--- src/rtl/uart_pkg.sv ---
// Shared definitions for the UART subsystem reset controller: sequencer state
// encoding and the default hold/stagger timing.
package uart_pkg;

    typedef enum logic [1:0] {
        ST_HOLD    = 2'd0,
        ST_RELEASE = 2'd1,
        ST_RUN     = 2'd2
    } seq_state_t;

    localparam int DEF_N_STAGES    = 3;
    localparam int DEF_HOLD_CYC    = 16;
    localparam int DEF_STAGGER_CYC = 4;
    localparam int DEF_CW          = 8;

    function automatic int max_cyc(input int a, input int b);
        return (a > b) ? a : b;
    endfunction

endpackage

--- src/rtl/rst_sequencer_if.sv ---
// Warm-reset handshake and sequenced reset outputs of the UART reset controller,
// plus the sequencer state for observation.
interface rst_sequencer_if
    import uart_pkg::*;
#(
    parameter int N_STAGES = DEF_N_STAGES
);
    // Handshake: the requester raises sw_rst_req (level) while sys_ready is high; the
    // sequencer takes it on the next clock edge and later answers with a one-cycle
    // sw_rst_ack, at which point the requester drops sw_rst_req. A request seen outside
    // RUN is ignored, not queued.
    logic                sw_rst_req;
    logic                sw_rst_ack;
    logic [N_STAGES-1:0] stage_rst;
    logic                sys_ready;
    logic                seq_busy;
    seq_state_t          state;

    modport master (
        output sw_rst_req,
        input  sw_rst_ack, stage_rst, sys_ready, seq_busy, state
    );

    modport slave (
        input  sw_rst_req,
        output sw_rst_ack, stage_rst, sys_ready, seq_busy, state
    );

endinterface

--- src/rtl/rst_sync_2ff.sv ---
// Two-flop reset synchronizer: asserts asynchronously with rst low, deasserts
// rst_s (active high) on the second clock edge after rst rises.
module rst_sync_2ff (
    input  logic clk,
    input  logic rst,
    output logic rst_s
);

    logic [1:0] sync_q;

    always_ff @(posedge clk or negedge rst) begin
        if (!rst) begin
            sync_q <= 2'b00;
        end else begin
            sync_q <= {sync_q[0], 1'b1};
        end
    end

    assign rst_s = ~sync_q[1];

endmodule

--- src/rtl/rst_sequencer.sv ---
// UART subsystem reset controller: holds every block in reset, then releases the
// per-block resets one by one; a warm reset from software replays the same sequence.
module rst_sequencer
    import uart_pkg::*;
#(
    parameter int N_STAGES    = DEF_N_STAGES,
    parameter int HOLD_CYC    = DEF_HOLD_CYC,
    parameter int STAGGER_CYC = DEF_STAGGER_CYC,
    parameter int CW          = DEF_CW
) (
    input  logic            clk,
    input  logic            rst,
    rst_sequencer_if.slave  bus
);

    localparam int SW = $clog2(N_STAGES + 1);

    localparam logic [CW-1:0]       HOLD_T  = CW'(HOLD_CYC - 1);
    localparam logic [CW-1:0]       STAG_T  = CW'(STAGGER_CYC - 1);
    localparam logic [SW-1:0]       STG_END = SW'(N_STAGES);
    localparam logic [N_STAGES-1:0] ONE     = N_STAGES'(1);

    logic                rst_s;
    seq_state_t          state_q;
    logic [CW-1:0]       cnt_q;
    logic [SW-1:0]       stg_q;
    logic                sw_flag_q;
    logic [N_STAGES-1:0] stage_rst_q;
    logic                sys_ready_q;
    logic                seq_busy_q;
    logic                ack_q;

    rst_sync_2ff u_sync (
        .clk   (clk),
        .rst   (rst),
        .rst_s (rst_s)
    );

    // While the synchronizer still holds rst_s, the sequencer sits at its reset values.
    always_ff @(posedge clk or negedge rst) begin
        if (!rst) begin
            state_q     <= ST_HOLD;
            cnt_q       <= '0;
            stg_q       <= '0;
            sw_flag_q   <= 1'b0;
            stage_rst_q <= '1;
            sys_ready_q <= 1'b0;
            seq_busy_q  <= 1'b1;
            ack_q       <= 1'b0;
        end else if (rst_s) begin
            state_q     <= ST_HOLD;
            cnt_q       <= '0;
            stg_q       <= '0;
            sw_flag_q   <= 1'b0;
            stage_rst_q <= '1;
            sys_ready_q <= 1'b0;
            seq_busy_q  <= 1'b1;
            ack_q       <= 1'b0;
        end else begin
            ack_q <= 1'b0;
            case (state_q)
                ST_HOLD: begin
                    if (cnt_q == HOLD_T) begin
                        cnt_q       <= '0;
                        stage_rst_q <= stage_rst_q & ~ONE;
                        stg_q       <= SW'(1);
                        state_q     <= ST_RELEASE;
                    end else begin
                        cnt_q <= cnt_q + 1'b1;
                    end
                end
                ST_RELEASE: begin
                    // Once the last stage is out, spend one edge entering RUN.
                    if (stg_q == STG_END) begin
                        cnt_q       <= '0;
                        state_q     <= ST_RUN;
                        sys_ready_q <= 1'b1;
                        seq_busy_q  <= 1'b0;
                        ack_q       <= sw_flag_q;
                        sw_flag_q   <= 1'b0;
                    end else if (cnt_q == STAG_T) begin
                        cnt_q       <= '0;
                        stage_rst_q <= stage_rst_q & ~(ONE << stg_q);
                        stg_q       <= stg_q + 1'b1;
                    end else begin
                        cnt_q <= cnt_q + 1'b1;
                    end
                end
                ST_RUN: begin
                    if (bus.sw_rst_req) begin
                        cnt_q       <= '0;
                        stg_q       <= '0;
                        sw_flag_q   <= 1'b1;
                        stage_rst_q <= '1;
                        sys_ready_q <= 1'b0;
                        seq_busy_q  <= 1'b1;
                        state_q     <= ST_HOLD;
                    end
                end
                default: begin
                    state_q <= ST_HOLD;
                end
            endcase
        end
    end

    assign bus.stage_rst  = stage_rst_q;
    assign bus.sys_ready  = sys_ready_q;
    assign bus.seq_busy   = seq_busy_q;
    assign bus.sw_rst_ack = ack_q;
    assign bus.state      = state_q;

endmodule
--- src/flat_wrapper.sv ---
// flat-port wrapper written by rule: the top's interface ports become plain ports
module rst_sequencer_flat import uart_pkg::*;
#(
    parameter int N_STAGES    = DEF_N_STAGES,
    parameter int HOLD_CYC    = DEF_HOLD_CYC,
    parameter int STAGGER_CYC = DEF_STAGGER_CYC,
    parameter int CW          = DEF_CW
)
  (clk, rst, bus_sw_rst_req, bus_sw_rst_ack, bus_stage_rst, bus_sys_ready, bus_seq_busy, bus_state);
  rst_sequencer_if #(.N_STAGES(N_STAGES)) bus_i ();
  input  logic clk;
  input  logic rst;
  input wire logic [$bits(bus_i.sw_rst_req)-1:0] bus_sw_rst_req;
  output wire logic [$bits(bus_i.sw_rst_ack)-1:0] bus_sw_rst_ack;
  output wire logic [$bits(bus_i.stage_rst)-1:0] bus_stage_rst;
  output wire logic [$bits(bus_i.sys_ready)-1:0] bus_sys_ready;
  output wire logic [$bits(bus_i.seq_busy)-1:0] bus_seq_busy;
  output wire logic [$bits(bus_i.state)-1:0] bus_state;
  assign bus_i.sw_rst_req = bus_sw_rst_req;
  assign bus_sw_rst_ack = bus_i.sw_rst_ack;
  assign bus_stage_rst = bus_i.stage_rst;
  assign bus_sys_ready = bus_i.sys_ready;
  assign bus_seq_busy = bus_i.seq_busy;
  assign bus_state = bus_i.state;
  rst_sequencer #(.N_STAGES(N_STAGES), .HOLD_CYC(HOLD_CYC), .STAGGER_CYC(STAGGER_CYC), .CW(CW)) u_core (.clk(clk), .rst(rst), .bus(bus_i));
endmodule
--- config.mk ---
export PLATFORM = sky130hd
export DESIGN_NAME = rst_sequencer_flat
export DESIGN_NICKNAME = d
export VERILOG_FILES = /design/src/rtl/uart_pkg.sv /design/src/rtl/rst_sequencer_if.sv /design/src/rtl/rst_sync_2ff.sv /design/src/rtl/rst_sequencer.sv /design/src/flat_wrapper.sv
export SDC_FILE = /design/constraint.sdc
export NUM_CORES = 1
export LEC_CHECK = 0
export CAP_MARGIN = 10
export CORE_ASPECT_RATIO = 1.5
export CORE_UTILIZATION = 36
export DETAILED_ROUTE_END_ITERATION = 10
export SLEW_MARGIN = 10
export SYNTH_ARGS = -nofsm -noshare
export SYNTH_HDL_FRONTEND = slang
export SYNTH_SLANG_ARGS = --single-unit
--- constraint.sdc ---
create_clock -name clk -period 1.9 [get_ports clk]
set_input_delay 0.38 -clock clk [delete_from_list [all_inputs] [get_ports clk]]
set_output_delay 0.38 -clock clk [all_outputs]
set_load 0.05 [all_outputs]
Word-level counts from Yosys, hierarchy flattened
Index checks and enable logic that the tools add are counted.
- output and inout port bits: 8
- word-level logic and storage cells: 67
- register bits: 21
- shift-type cells: 1
- reduce and logical (&&, ||, !) cells: 6
- mux-type cells: 33
- $add $sub $neg: 2
- bitwise gates (word level): 2
- equality and inequality tests: 13
- operator list (kind ; number):
    8-bit two-way mux ; 5
    8-bit case mux with 3 select lines ; 1
    2-bit two-way mux ; 7
    3-bit two-way mux ; 4
    2-bit case mux with 3 select lines ; 2
    1-bit two-way mux ; 11
    5-bit AND reduction ; 2
    3-bit by 2-bit inequality test with 1-bit output (second input constant) ; 3
    3-bit case mux with 3 select lines ; 1
    8-bit by 1-bit adder with 8-bit output (second input constant) ; 1
    8-bit by 2-bit == test with 1-bit output (second input constant) ; 1
    8-bit by 4-bit == test with 1-bit output (second input constant) ; 1
    3-bit inequality test (second input constant) ; 2
    3-bit AND reduction ; 2
    2-bit == test (second input constant) ; 2
    4-bit by 1-bit inequality test with 1-bit output (second input constant) ; 1
    1-bit case mux with 2 select lines ; 2
    3-bit bitwise AND ; 1
    3-bit by 1-bit inequality test with 1-bit output (second input constant) ; 1
    3-bit NOT ; 1
    1-bit by 2-bit << shifter with 3-bit output (first input constant) ; 1
    2-bit by 1-bit adder with 2-bit output (second input constant) ; 1
    2-bit by 1-bit == test with 1-bit output (second input constant) ; 1
    2-bit zero test ; 1
    2 further kinds ; 2

Logic depth before layout (Yosys ltp)
- depth in word-level cells: 7
- mapped depth: 8
- depth with buffers taken out: 7

Hierarchy
A second synthesis with hierarchy kept.
- cell total of the unflattened synthesis: 142
- area total of the unflattened synthesis: 1327.5 um2
- modules (own cells, without submodules) (module ; times used ; cells each ; area each (um2)):
    rst_sequencer ; 1 ; 138 ; 1270.0
    rst_sync_2ff ; 1 ; 4 ; 57.6

Worst setup path after synthesis
OpenSTA, ideal clock, no wires.
- path kind: reg-to-reg
- from: register u_core.state_q[0] (netlist: u_core.bus.state[0])
- to: register u_core.stg_q[0]
- setup time: 69 ps
- setup slack: -280 ps
- arrival time: 2111 ps
- clock period less this slack: 2180 ps
- buffers on the path: 1
- stages on the path, launching flop included: 9
- cells stage by stage: dfrtp_1 -> inv_1 -> ha_1 -> clkbuf_1 -> nor2b_1 -> o21ai_1 -> and3_1 -> o2111ai_1 -> nand3_1
- word-level cells in the longest chain between the ends: 3
- elaborated cells between the ends (all ways): 11
- ends and longest elaborated chain (item ; RTL line ; source):
    from (decl) ; rst_sequencer.sv:24 ; seq_state_t state_q;
    from (signal assigned) ; rst_sequencer.sv:42 ; state_q <= ST_HOLD;
    from (signal assigned) ; rst_sequencer.sv:51 ; state_q <= ST_HOLD;
    from (signal assigned) ; rst_sequencer.sv:67 ; state_q <= ST_RELEASE;
    2-bit by 1-bit == test with 1-bit output, or another cell as far along ; rst_sequencer.sv:61 ; case (state_q)
    4-bit by 1-bit inequality test with 1-bit output (no line), or another cell as far along ; - ;
    5-bit AND reduction (no line) / 2-bit two-way mux (equally long branches) ; - ;
    to (signal assigned) ; rst_sequencer.sv:84 ; stg_q <= stg_q + 1'b1;
    to (decl) ; rst_sequencer.sv:26 ; logic [SW-1:0] stg_q;
Parallel ways exist; a longest one is shown, timed or not.
A chain may end at the register's enable or synchronous reset.

Final worst setup path
- from: register u_core.cnt_q[5]
- to: register u_core.stg_q[0]
- word-level cells in the longest chain between the ends: 3
- elaborated cells between the ends (all ways): 5
- ends and longest elaborated chain (item ; RTL line ; source):
    from (decl) ; rst_sequencer.sv:25 ; logic [CW-1:0] cnt_q;
    from (signal assigned) ; rst_sequencer.sv:69 ; cnt_q <= cnt_q + 1'b1;
    from (signal assigned) ; rst_sequencer.sv:86 ; cnt_q <= cnt_q + 1'b1;
    8-bit by 2-bit == test with 1-bit output / 8-bit by 4-bit == test with 1-bit output (equally long branches) ; rst_sequencer.sv:81, rst_sequencer.sv:63 ;
    3-bit by 2-bit inequality test with 1-bit output (no line) ; - ;
    5-bit AND reduction (no line) (*) ; - ;
Every way passes the cells marked *; elsewhere a longest branch is shown, timed or not.

==> flow_metrics.env <==
export IMPL_rsz0062_at_grt="true"
export IMPL_worstPathMaxFanout=5
export IMPL_grt_remaining_overflow=0
export IMPL_portBuffers=10
export IMPL_synth_yosys_seq_area_share_pct=42.4
export IMPL_whs_path_depth=0
export IMPL_netlist_cell_type_count=39
export IMPL_die_w_um=50.1
export IMPL_fin_nets=167
export IMPL_coreArea_um2=3220
export IMPL_cts_sinks=21
export IMPL_num_rows=25
export IMPL_hold_slack_ns=0.353
export IMPL_cts_tree="built"
export IMPL_grt_max_degree=22
export IMPL_netlist_area_um2=1250
export IMPL_cts_hold_buffers=0
export IMPL_power_density_nw_per_um2=524
export IMPL_initial_core_util_pct=38.8
export IMPL_dp_cells=190
export IMPL_met1_usage_pct=17.3
export IMPL_avgRoutedWirePerCell_um=14.1
export IMPL_startpoint_type="register"
export IMPL_cts_max_level=1
export IMPL_yosys_warnings=0
export IMPL_cp_slowest_stage_delay_ns=0.59
export IMPL_arrival_ns=2.04
export IMPL_vias=1087
export IMPL_die_area_um2=3720
export IMPL_layout_drive_gt1_share_pct=25.3
export IMPL_period_minus_slack_ns=1.84
export IMPL_worst_slack_ns=0.0617
export IMPL_cap_violations=0
export IMPL_r2r_end="u_core.stg_q[0]"
export IMPL_finalClockSkew_ns=0.00342
export IMPL_grt_busiest_layer="met2"
export IMPL_cp_slowest_cell="or4_4"
export IMPL_area_delta_synth_final_pct=24.3
export IMPL_run_status="completed"
export IMPL_io_pins=11
export IMPL_antenna_left=0
export IMPL_grt_pass1_vias=1100
export IMPL_gp_congestion=0.905
export IMPL_min_delay_start="u_core.u_sync.sync_q[0]"
export IMPL_numCtsBuffers=3
export IMPL_path_cells="or4_4, o41ai_4, and3_1, o2111ai_1, nand3_1"
export IMPL_worst_r2r_setup_slack_ns=0.06
export IMPL_clk_pin_slew_ns=0.08
export IMPL_power_leakage_uw=0.000712
export IMPL_whs_endpoint="u_core.u_sync.sync_q[1]"
export IMPL_worstPathRequired_ns=2.10
export IMPL_reg2reg_from="u_core.cnt_q[5]"
export IMPL_instances_no_fill=194
export IMPL_path_buf_inv=0
export IMPL_use_met2_pct=30.2
export IMPL_final_common_cell="buf_4"
export IMPL_worstRegToRegCells=5
export IMPL_period_share_pct=96.8
export IMPL_power_total_uw=816
export IMPL_preCtsSetupSlack_ns=0.0697
export IMPL_synthesis_nets=142
export IMPL_grt_usage_pct=16.8
export IMPL_ys_ff_latch=21
export IMPL_endpoint_kind="register"
export IMPL_avgViaCountPerCell=5.60
export IMPL_crit_family="simple AND/OR/NAND/NOR gates"
export IMPL_clock_latency_ns=0.26
export IMPL_antenna_found_initial=0
export IMPL_tns_ns=0
export IMPL_hp_class="reg2reg"
export IMPL_path_depth=5
export IMPL_grt_pass1_wl_um=4660
export IMPL_nFillCells=294
export IMPL_drt_iter0_drc=18
export IMPL_drtPass1Iterations=5
export IMPL_dp_hpwl_um=2080
export IMPL_ir_worst_vdd_v=0.000367
export IMPL_setup_viol=0
export IMPL_critPathKind="reg2reg"
export IMPL_mostFrequentLayoutCells="buf_4 (17), dfrtp_1 (15), o21ai_0 (12)"
export IMPL_antenna_cells=0
export IMPL_avgSynthCellArea_um2=9.62
export IMPL_slew_violations=0
export IMPL_final_hold_viol_count=0
export IMPL_routed_wl_um=2740
export IMPL_met3_usage_pct=3.07
export IMPL_syn_inst=130
export IMPL_fmax_mhz=544
export IMPL_die_h_um=74.2
export IMPL_cts_max_path_buffers=2
export IMPL_drc=0
export IMPL_cts_root_buf="clkbuf_8"
==> Yosys cell counts <==
library cell	n	area share, %
or4_4	1	0.90
o21ai_0	14	5.6
o32ai_1	1	0.70
o41ai_4	1	2.2
a31oi_1	1	0.50
dfrtp_1	17	34
o2111ai_1	1	0.70
mux2_2	1	0.90
a2bb2oi_1	1	0.70
o41ai_1	1	0.70
o32a_2	1	0.90
a21oi_2	1	0.70
mux2i_1	2	1.6
o21a_1	2	1.2
buf_2	2	0.80
and3_1	7	3.5
o21ai_1	2	0.80
a21oi_1	4	1.6
o22ai_1	2	1.0
a22o_1	5	3.5
nand2b_1	2	1.0
inv_1	8	2.4
nor3_1	1	0.40
nor2_1	8	2.4
nand2_1	9	2.7
nor2_2	1	0.50
ha_1	9	9.0
conb_1	1	0.30
nand2_2	1	0.50
nand3_1	4	1.6
nor2b_1	7	3.5
a21o_1	1	0.60
o311a_1	1	0.80
and2_1	2	1.0
o31a_1	1	0.70
clkbuf_1	1	0.30
a211oi_1	1	0.60
nor3_2	1	0.80
dfstp_2	4	8.4
==> state kept, by name, summed over array words and instances, names as in the netlist <==
signal                 cells
u_core.sw_flag_q           1
u_core.bus.seq_busy        1
u_core.bus.sw_rst_ack      1
u_core.cnt_q               8
u_core.bus.stage_rst       3
u_core.u_sync.sync_q       2
u_core.bus.sys_ready       1
u_core.stg_q               2
u_core.bus.state           2
==> worst max-delay path by stage <==
stage	startpoint	to	slack [ns]
2_1_floorplan	u_core.bus.state[0]	u_core.cnt_q[0]	0.003
3_3_place_gp	u_core.cnt_q[5]	u_core.cnt_q[0]	0.09
3_5_place_dp	u_core.cnt_q[5]	u_core.cnt_q[0]	0.07
4_1_cts	u_core.bus.state[1]	bus_state[1]	0.05
5_1_grt	u_core.cnt_q[5]	u_core.stg_q[1]	-0.01
6_report	u_core.cnt_q[5]	u_core.stg_q[0]	0.06
==> power breakdown <==
part	internal [uW]	total [uW]	switching, uW
combinational	26.0	60.7	34.7
sequential	454	460	5.66
clock	146	295	149
==> metrics by stage <==
step / cell area [um^2] / utilization, %
after CTS: 1530 / 47.6
after global routing: 1560 / 48.3
after global placement: 1490 / 46.1
after detailed placement: 1490 / 46.1
after floorplan: 1260 / -
final: 1560 / 48.3
==> what timing repair did <==
action,CTS,global route
setup buffers,0,0
gates resized for setup,0,4
endpoints found under the setup margin,0,5
==> cell type report <==
type                    instances  area [um^2]  share of cell area [%]
clock buffers                   3         41.3                    2.65
clock inverters                 1         5.00                   0.322
inverters                       8         30.0                    1.93
multi-input cells              98          708                    45.5
flip-flops and latches         21          533                    34.3
well taps                      40         50.0                    3.22
repair buffers                 23          188                    12.1
==> worst register-to-register path: stages, from the launching register on <==
cell       delay [ns]
dfrtp_1          0.38
or4_4            0.59
o41ai_4          0.35
and3_1           0.24
o2111ai_1        0.12
nand3_1          0.09
==> cells by family after synthesis <==
kind of cell | count (synthesis) | share of synthesized area (%)
compound gates | 41 | 23.5
fa+ha+maj | 9 | 9.00
other cells | 1 | 0.300
buf+inv | 11 | 3.50
mux | 3 | 2.50
simple gates | 44 | 18.8
flops | 21 | 42.4
==> layer usage <==
metal,wire [um],part of all wire [%]
met2,1510,55
met3,43,1.6
met4,53,1.9
met5,0,0
met1,1140,41
Power figures use the tool's default switching activity.
